## config.mk

```make
export PLATFORM = sky130hd
export DESIGN_NAME = hilo_pipe_flat
export DESIGN_NICKNAME = d
export VERILOG_FILES = /design/src/rtl/hilo_pipe_if.sv /design/src/rtl/hilo_pipe.sv /design/src/flat_wrapper.sv
export SDC_FILE = /design/constraint.sdc
export NUM_CORES = 1
export LEC_CHECK = 0
export ABC_AREA = 0
export BUFFER_PORTS_ARGS = -buffer_cell sky130_fd_sc_hd__buf_2
export CAP_MARGIN = 20
export CORE_UTILIZATION = 48
export DETAILED_ROUTE_END_ITERATION = 10
export PLACE_DENSITY_LB_ADDON = 0.05
export REMOVE_ABC_BUFFERS = 1
export SLEW_MARGIN = 20
export SYNTH_ARGS = -nofsm -noshare
export SYNTH_HDL_FRONTEND = slang
export SYNTH_SLANG_ARGS = --single-unit
```

## constraint.sdc

```tcl
create_clock -name clk -period 1.3 [get_ports clk]
set_input_delay 0.065 -clock clk [delete_from_list [all_inputs] [get_ports clk]]
set_output_delay 0.065 -clock clk [all_outputs]
set_load 0.05 [all_outputs]
```

## src/rtl/hilo_pipe_if.sv

```systemverilog
// rtl/hilo_pipe_if.sv - HI/LO pipeline bundle between the EX stage and hilo_pipe
interface hilo_pipe_if #(
  parameter int DATA_W = 32
);
  logic [1:0]        stall_i;
  logic              flush_i;
  logic              ex_whilo_i;
  logic [DATA_W-1:0] ex_hi_i;
  logic [DATA_W-1:0] ex_lo_i;
  logic              mem_whilo_o;
  logic [DATA_W-1:0] mem_hi_o;
  logic [DATA_W-1:0] mem_lo_o;
  logic              wb_whilo_o;
  logic [DATA_W-1:0] wb_hi_o;
  logic [DATA_W-1:0] wb_lo_o;
  logic [DATA_W-1:0] hi_o;
  logic [DATA_W-1:0] lo_o;

  modport master (
    output stall_i, flush_i, ex_whilo_i, ex_hi_i, ex_lo_i,
    input  mem_whilo_o, mem_hi_o, mem_lo_o,
    input  wb_whilo_o, wb_hi_o, wb_lo_o, hi_o, lo_o
  );

  modport slave (
    input  stall_i, flush_i, ex_whilo_i, ex_hi_i, ex_lo_i,
    output mem_whilo_o, mem_hi_o, mem_lo_o,
    output wb_whilo_o, wb_hi_o, wb_lo_o, hi_o, lo_o
  );
endinterface

```

## src/rtl/hilo_pipe.sv

```systemverilog
// rtl/hilo_pipe.sv - EX/MEM and MEM/WB HI/LO pipeline with architected HI/LO commit
// Optional: HILO_WB_BYPASS_EN makes hi_o/lo_o write-through the committing WB value.
module hilo_pipe #(
  parameter int DATA_W = 32
) (
  input logic        clk,
  input logic        rst,
  hilo_pipe_if.slave bus
);
  logic              mem_we;
  logic [DATA_W-1:0] mem_hi;
  logic [DATA_W-1:0] mem_lo;
  logic              wb_we;
  logic [DATA_W-1:0] wb_hi;
  logic [DATA_W-1:0] wb_lo;
  logic [DATA_W-1:0] hi_r;
  logic [DATA_W-1:0] lo_r;

  logic mem_bubble;
  logic mem_load;
  logic wb_bubble;

  // EX stalled while MEM advances means nothing valid leaves EX this cycle.
  assign mem_bubble = bus.flush_i || (bus.stall_i == 2'b01);
  assign mem_load   = !bus.stall_i[0];
  assign wb_bubble  = bus.flush_i || bus.stall_i[1];

  always_ff @(posedge clk) begin
    if (!rst) begin
      mem_we <= 1'b0;
      mem_hi <= '0;
      mem_lo <= '0;
      wb_we  <= 1'b0;
      wb_hi  <= '0;
      wb_lo  <= '0;
      hi_r   <= '0;
      lo_r   <= '0;
    end else begin
      if (mem_bubble) begin
        mem_we <= 1'b0;
        mem_hi <= '0;
        mem_lo <= '0;
      end else if (mem_load) begin
        mem_we <= bus.ex_whilo_i;
        mem_hi <= bus.ex_hi_i;
        mem_lo <= bus.ex_lo_i;
      end

      if (wb_bubble) begin
        wb_we <= 1'b0;
        wb_hi <= '0;
        wb_lo <= '0;
      end else begin
        wb_we <= mem_we;
        wb_hi <= mem_hi;
        wb_lo <= mem_lo;
      end

      // The write already in WB commits even under flush.
      if (wb_we) begin
        hi_r <= wb_hi;
        lo_r <= wb_lo;
      end
    end
  end

  assign bus.mem_whilo_o = mem_we;
  assign bus.mem_hi_o    = mem_hi;
  assign bus.mem_lo_o    = mem_lo;
  assign bus.wb_whilo_o  = wb_we;
  assign bus.wb_hi_o     = wb_hi;
  assign bus.wb_lo_o     = wb_lo;

`ifdef HILO_WB_BYPASS_EN
  assign bus.hi_o = wb_we ? wb_hi : hi_r;
  assign bus.lo_o = wb_we ? wb_lo : lo_r;
`else
  assign bus.hi_o = hi_r;
  assign bus.lo_o = lo_r;
`endif
endmodule

```

## src/flat_wrapper.sv

```systemverilog
// flat-port wrapper written by rule: the top's interface ports become plain ports
module hilo_pipe_flat 
#(
  parameter int DATA_W = 32
)
  (clk, rst, bus_stall_i, bus_flush_i, bus_ex_whilo_i, bus_ex_hi_i, bus_ex_lo_i, bus_mem_whilo_o, bus_mem_hi_o, bus_mem_lo_o, bus_wb_whilo_o, bus_wb_hi_o, bus_wb_lo_o, bus_hi_o, bus_lo_o);
  hilo_pipe_if #(.DATA_W(DATA_W)) bus_i ();
  input logic clk;
  input logic rst;
  input wire logic [$bits(bus_i.stall_i)-1:0] bus_stall_i;
  input wire logic [$bits(bus_i.flush_i)-1:0] bus_flush_i;
  input wire logic [$bits(bus_i.ex_whilo_i)-1:0] bus_ex_whilo_i;
  input wire logic [$bits(bus_i.ex_hi_i)-1:0] bus_ex_hi_i;
  input wire logic [$bits(bus_i.ex_lo_i)-1:0] bus_ex_lo_i;
  output wire logic [$bits(bus_i.mem_whilo_o)-1:0] bus_mem_whilo_o;
  output wire logic [$bits(bus_i.mem_hi_o)-1:0] bus_mem_hi_o;
  output wire logic [$bits(bus_i.mem_lo_o)-1:0] bus_mem_lo_o;
  output wire logic [$bits(bus_i.wb_whilo_o)-1:0] bus_wb_whilo_o;
  output wire logic [$bits(bus_i.wb_hi_o)-1:0] bus_wb_hi_o;
  output wire logic [$bits(bus_i.wb_lo_o)-1:0] bus_wb_lo_o;
  output wire logic [$bits(bus_i.hi_o)-1:0] bus_hi_o;
  output wire logic [$bits(bus_i.lo_o)-1:0] bus_lo_o;
  assign bus_i.stall_i = bus_stall_i;
  assign bus_i.flush_i = bus_flush_i;
  assign bus_i.ex_whilo_i = bus_ex_whilo_i;
  assign bus_i.ex_hi_i = bus_ex_hi_i;
  assign bus_i.ex_lo_i = bus_ex_lo_i;
  assign bus_mem_whilo_o = bus_i.mem_whilo_o;
  assign bus_mem_hi_o = bus_i.mem_hi_o;
  assign bus_mem_lo_o = bus_i.mem_lo_o;
  assign bus_wb_whilo_o = bus_i.wb_whilo_o;
  assign bus_wb_hi_o = bus_i.wb_hi_o;
  assign bus_wb_lo_o = bus_i.wb_lo_o;
  assign bus_hi_o = bus_i.hi_o;
  assign bus_lo_o = bus_i.lo_o;
  hilo_pipe #(.DATA_W(DATA_W)) u_core (.clk(clk), .rst(rst), .bus(bus_i));
endmodule
```

* After elaboration in Yosys (flattened, before gate mapping)
Cells that the tools add are included.
Widths: inputs -> output; s select.
** Cells by class
- Multipliers :: 0
- Muxes and demuxes :: 0
- $add $sub $neg :: 0
- Reduce and logical (&&, ||, !) cells :: 4
- Divide/modulo/power cells :: 0
- Shift-type cells :: 0
- Bitwise operators :: 1
- Eq/ne operators :: 1
- Order comparisons :: 0
** Operators by type and width (count)
- $reduce_or 2->1 :: 2
- $eq 2x1->1 const B :: 1
- $logic_or 1x1->1 :: 2
- $not 1->1 :: 1
** Storage, ports and cells
- Latch bits :: 0
- Register bits :: 194
- Memory bits (read-only) :: 0
- Input bits :: 70
- Logic and storage cells :: 14
- Memories :: 0
- Bits in writable memories :: 0
- Output and inout port bits :: 194

* Longest topological paths before layout
- Depth in word-level cells :: 3
- Depth in mapped cells :: 4
- Mapped depth without buffers :: 2

* Least setup slack after synthesis
No wires, ideal clock.
- Path type :: register -> register
- From :: reg u_core.wb_we (netlist: u_core.bus.wb_whilo_o)
- To :: reg u_core.hi_r[0] (netlist: u_core.bus.hi_o[0])
- Arrival time :: 1313 ps
- Data required time :: 1183 ps
- Buffers on the path :: 2
- Library setup time :: 117 ps
- Slack :: -131 ps
- Period minus slack after synthesis :: 1431 ps
- Stages on the path, launching flop included :: 5
- Cells stage by stage :: dfxtp_1 buf_4 buf_4 mux2i_1 nor2b_1
** RTL lines
- from (decl) :: line hilo_pipe.sv:13 : logic wb_we;
- from (signal assigned) :: line hilo_pipe.sv:54 : wb_we <= mem_we;
- to (signal assigned) :: line hilo_pipe.sv:61 : hi_r <= wb_hi;
- to (decl) :: line hilo_pipe.sv:16 : logic [DATA_W-1:0] hi_r;

* Final worst setup path
- From :: reg u_core.wb_we (netlist: u_core.bus.wb_whilo_o)
- To :: out bus_wb_whilo_o
** RTL lines
- to (decl) :: line flat_wrapper.sv:18 : output wire logic [$bits(bus_i.wb_whilo_o)-1:0] bus_wb_whilo_o;
No word-level cell between the ends.

==> flow_metrics.env <==
export IMPL_drv_cap=0
export IMPL_via_per_inst=4.76
export IMPL_cts_tree="done"
export IMPL_die_x_um=120
export IMPL_n_fill_cell=1059
export IMPL_yosysSeqAreaShare_pct=58.4
export IMPL_critPathMaxFanout=19
export IMPL_pwr_share_comb_pct=8.2
export IMPL_crit_type="flip-flop to primary output"
export IMPL_synth_cell_types=11
export IMPL_grt_pass1_wl_um=26200
export IMPL_initial_utilization_pct=49.6
export IMPL_power_total_mw=11.9
export IMPL_fin_crit_ns=1.25
export IMPL_dieArea_mm2=0.0143
export IMPL_cp_arrival_ns=1.19
export IMPL_setup_violations_final=0
export IMPL_cts_buffers=17
export IMPL_post_drt_wl_per_cell_um=14.7
export IMPL_slew_headroom_pct=63.8
export IMPL_rsz0062_at_grt="false"
export IMPL_boundaryPins=264
export IMPL_ant_nets=0
export IMPL_gr_usage_met1_pct=27.0
export IMPL_hold_class="primary input to flip-flop"
export IMPL_grt_overflow=0
export IMPL_synthCells=633
export IMPL_p_clk_share_pct=40.7
export IMPL_use_met2_pct=40.8
export IMPL_first_pass_iters=4
export IMPL_htree_levels=4
export IMPL_status="finished, final reports clean"
export IMPL_drc=0
export IMPL_cp_start_kind="flip-flop"
export IMPL_yosysTopAreaCellShare_pct=58.4
export IMPL_grtUsageTotal_pct=23.7
export IMPL_seqPwrFrac_pct=51.1
export IMPL_final_util_pct=69.7
export IMPL_dieHeight_um=120
export IMPL_power_density_mw_per_mm2=1270
export IMPL_slew_violations=0
export IMPL_drt_iter0_drc=285
export IMPL_drive_gt1_share_pct=32.0
export IMPL_end_kind="primary output"
export IMPL_grt_max_degree=67
export IMPL_cts_max_path_buffers=2
export IMPL_worstSkewPairLatency_ns=0.42
export IMPL_syn_area_mm2=0.00665
export IMPL_syn_area_per_cell_um2=10.5
export IMPL_top_usage_layer="met2"
export IMPL_synth_seq_cells=194
export IMPL_whs_ns=0.0403
export IMPL_final_area_mm2=0.00934
export IMPL_period_share_pct=96.2
export IMPL_fp_coreArea_mm2=0.0134
export IMPL_final_common_cell="buf_2"
export IMPL_p_sw_mw=2.68
export IMPL_path_clk_slew_ns=0.06
export IMPL_yosys_top_cells_area="dfxtp_1 (58%), mux2i_1 (9.6%), nand2b_1 (6.2%), and2_1 (6.1%), nor2b_1 (6.0%)"
export IMPL_clock_sinks=194
export IMPL_vdd_ir_drop_max_uv=842
export IMPL_hold_viol=0
export IMPL_gp_congestion=0.802
export IMPL_n_antenna_cell=0
export IMPL_totalWireLength_um=16600
export IMPL_power_leakage_nw=4.12
export IMPL_synth_top_cell_by_area="dfxtp_1"
export IMPL_placementRows=42
export IMPL_dp_cells=1034
export IMPL_yosysWarnings=0
export IMPL_vias=5374
export IMPL_syn_to_final_growth_pct=40.4
export IMPL_ctsRootBufferMaster="clkbuf_16"
export IMPL_switching_share_pct=22.6
export IMPL_final_nets=1012
export IMPL_grt_pass1_vias=5151
export IMPL_use_met3_pct=7.89
export IMPL_antenna_found_initial=0
export IMPL_dp_hpwl_um=11200
export IMPL_final_cell_mix="buf_2 (261), dfxtp_1 (193)"
export IMPL_portBuffers=263
export IMPL_clock_skew_ns=0.00546
export IMPL_placed_area_mm2=0.00813
export IMPL_intPower_mw=9.18
export IMPL_instances_no_fill=1128
export IMPL_fmax_ghz=0.799
export IMPL_worstMarginPinSlew_ns=0.543
export IMPL_crit_required_ns=1.24
[metrics by stage]
| step | setup WS [ns] | TNS, ns |
|---|---|---|
| finish | 0.0490 | 0 |
| global route | 0.000610 | 0 |
| CTS | 0.0249 | 0 |
| detailed placement | 0.210 | 0 |
| global placement | 0.187 | 0 |
| floorplan | -1.82 | -148.51 |
[critical path: stages, from the launching register on]
cell     delay (ns)
dfxtp_4        0.39
buf_12         0.19
buf_6          0.18
[power by group through the flow]
stage / Combinational [mW] / Clock [mW] / Sequential (mW)
after detailed placement: 0.813 / 0 / 6.19
after floorplan: 0.186 / 0 / 6.44
after global routing: 1.03 / 5.21 / 6.07
after global placement: 0.805 / 0 / 6.19
after CTS: 0.971 / 4.94 / 6.06
final: 0.967 / 4.83 / 6.06
[flip-flops by register name, indices dropped and copies added (netlist names)]
name and count:
u_core.bus.hi_o 32, u_core.bus.lo_o 32, u_core.bus.mem_hi_o 32, u_core.bus.mem_lo_o 32, u_core.bus.wb_hi_o 32, u_core.bus.wb_lo_o 32
u_core.bus.mem_whilo_o 1, u_core.bus.wb_whilo_o 1
[layer usage]
metal | part of all wire (%) | wire length, um
met1 | 42 | 6890
met2 | 49 | 8130
met3 | 7.4 | 1230
met4 | 2.0 | 330
met5 | 0 | 0
[worst paths after layout]
| path | cells after the start | start | slack, ns | to |
|---|---|---|---|---|
| worst max-delay path | 2 | u_core.bus.wb_whilo_o | 0.05 | bus_wb_whilo_o |
| worst min-delay path | 3 | rst | 0.04 | u_core.bus.mem_hi_o[12] |
| worst max register to register | 3 | u_core.bus.wb_whilo_o | 0.28 | u_core.bus.hi_o[23] |
| worst min register to register | 1 | u_core.bus.mem_hi_o[15] | 0.47 | u_core.bus.wb_hi_o[15] |
[synth_stat cells]
cell      count
buf_2        26
nor3b_2       1
and2_1       65
nand3_1      65
buf_4         7
nand2b_1     66
mux2i_1      64
a21oi_1      65
nor2b_1      64
clkbuf_1     16
dfxtp_1     194
[area by class of cell]
cell class                      count  area, um^2  share of cell area (%)
Sequential cell                   194        3890                    41.6
Multi-Input combinational cell    390        2530                    27.1
Timing Repair Buffer              339        2150                    23.0
Clock buffer                       25         526                    5.63
Tap cell                          176         220                    2.36
Clock inverter                      4        23.8                   0.255
[timing repair]
| action | CTS | global route |
|---|---|---|
| setup endpoints to repair | 1 | 0 |
| hold endpoints to repair | 65 | 0 |
| setup buffers | 0 | 0 |
| hold buffers | 65 | 0 |
| gates resized for setup | 2 | 0 |
[cell families after synthesis]
family          share of synthesized area, %
simple gates                            23.4
flops                                   58.4
compound gates                          4.89
mux                                     9.63
buf+inv                                 3.65
No activity file was read; power rests on OpenSTA's default activity.
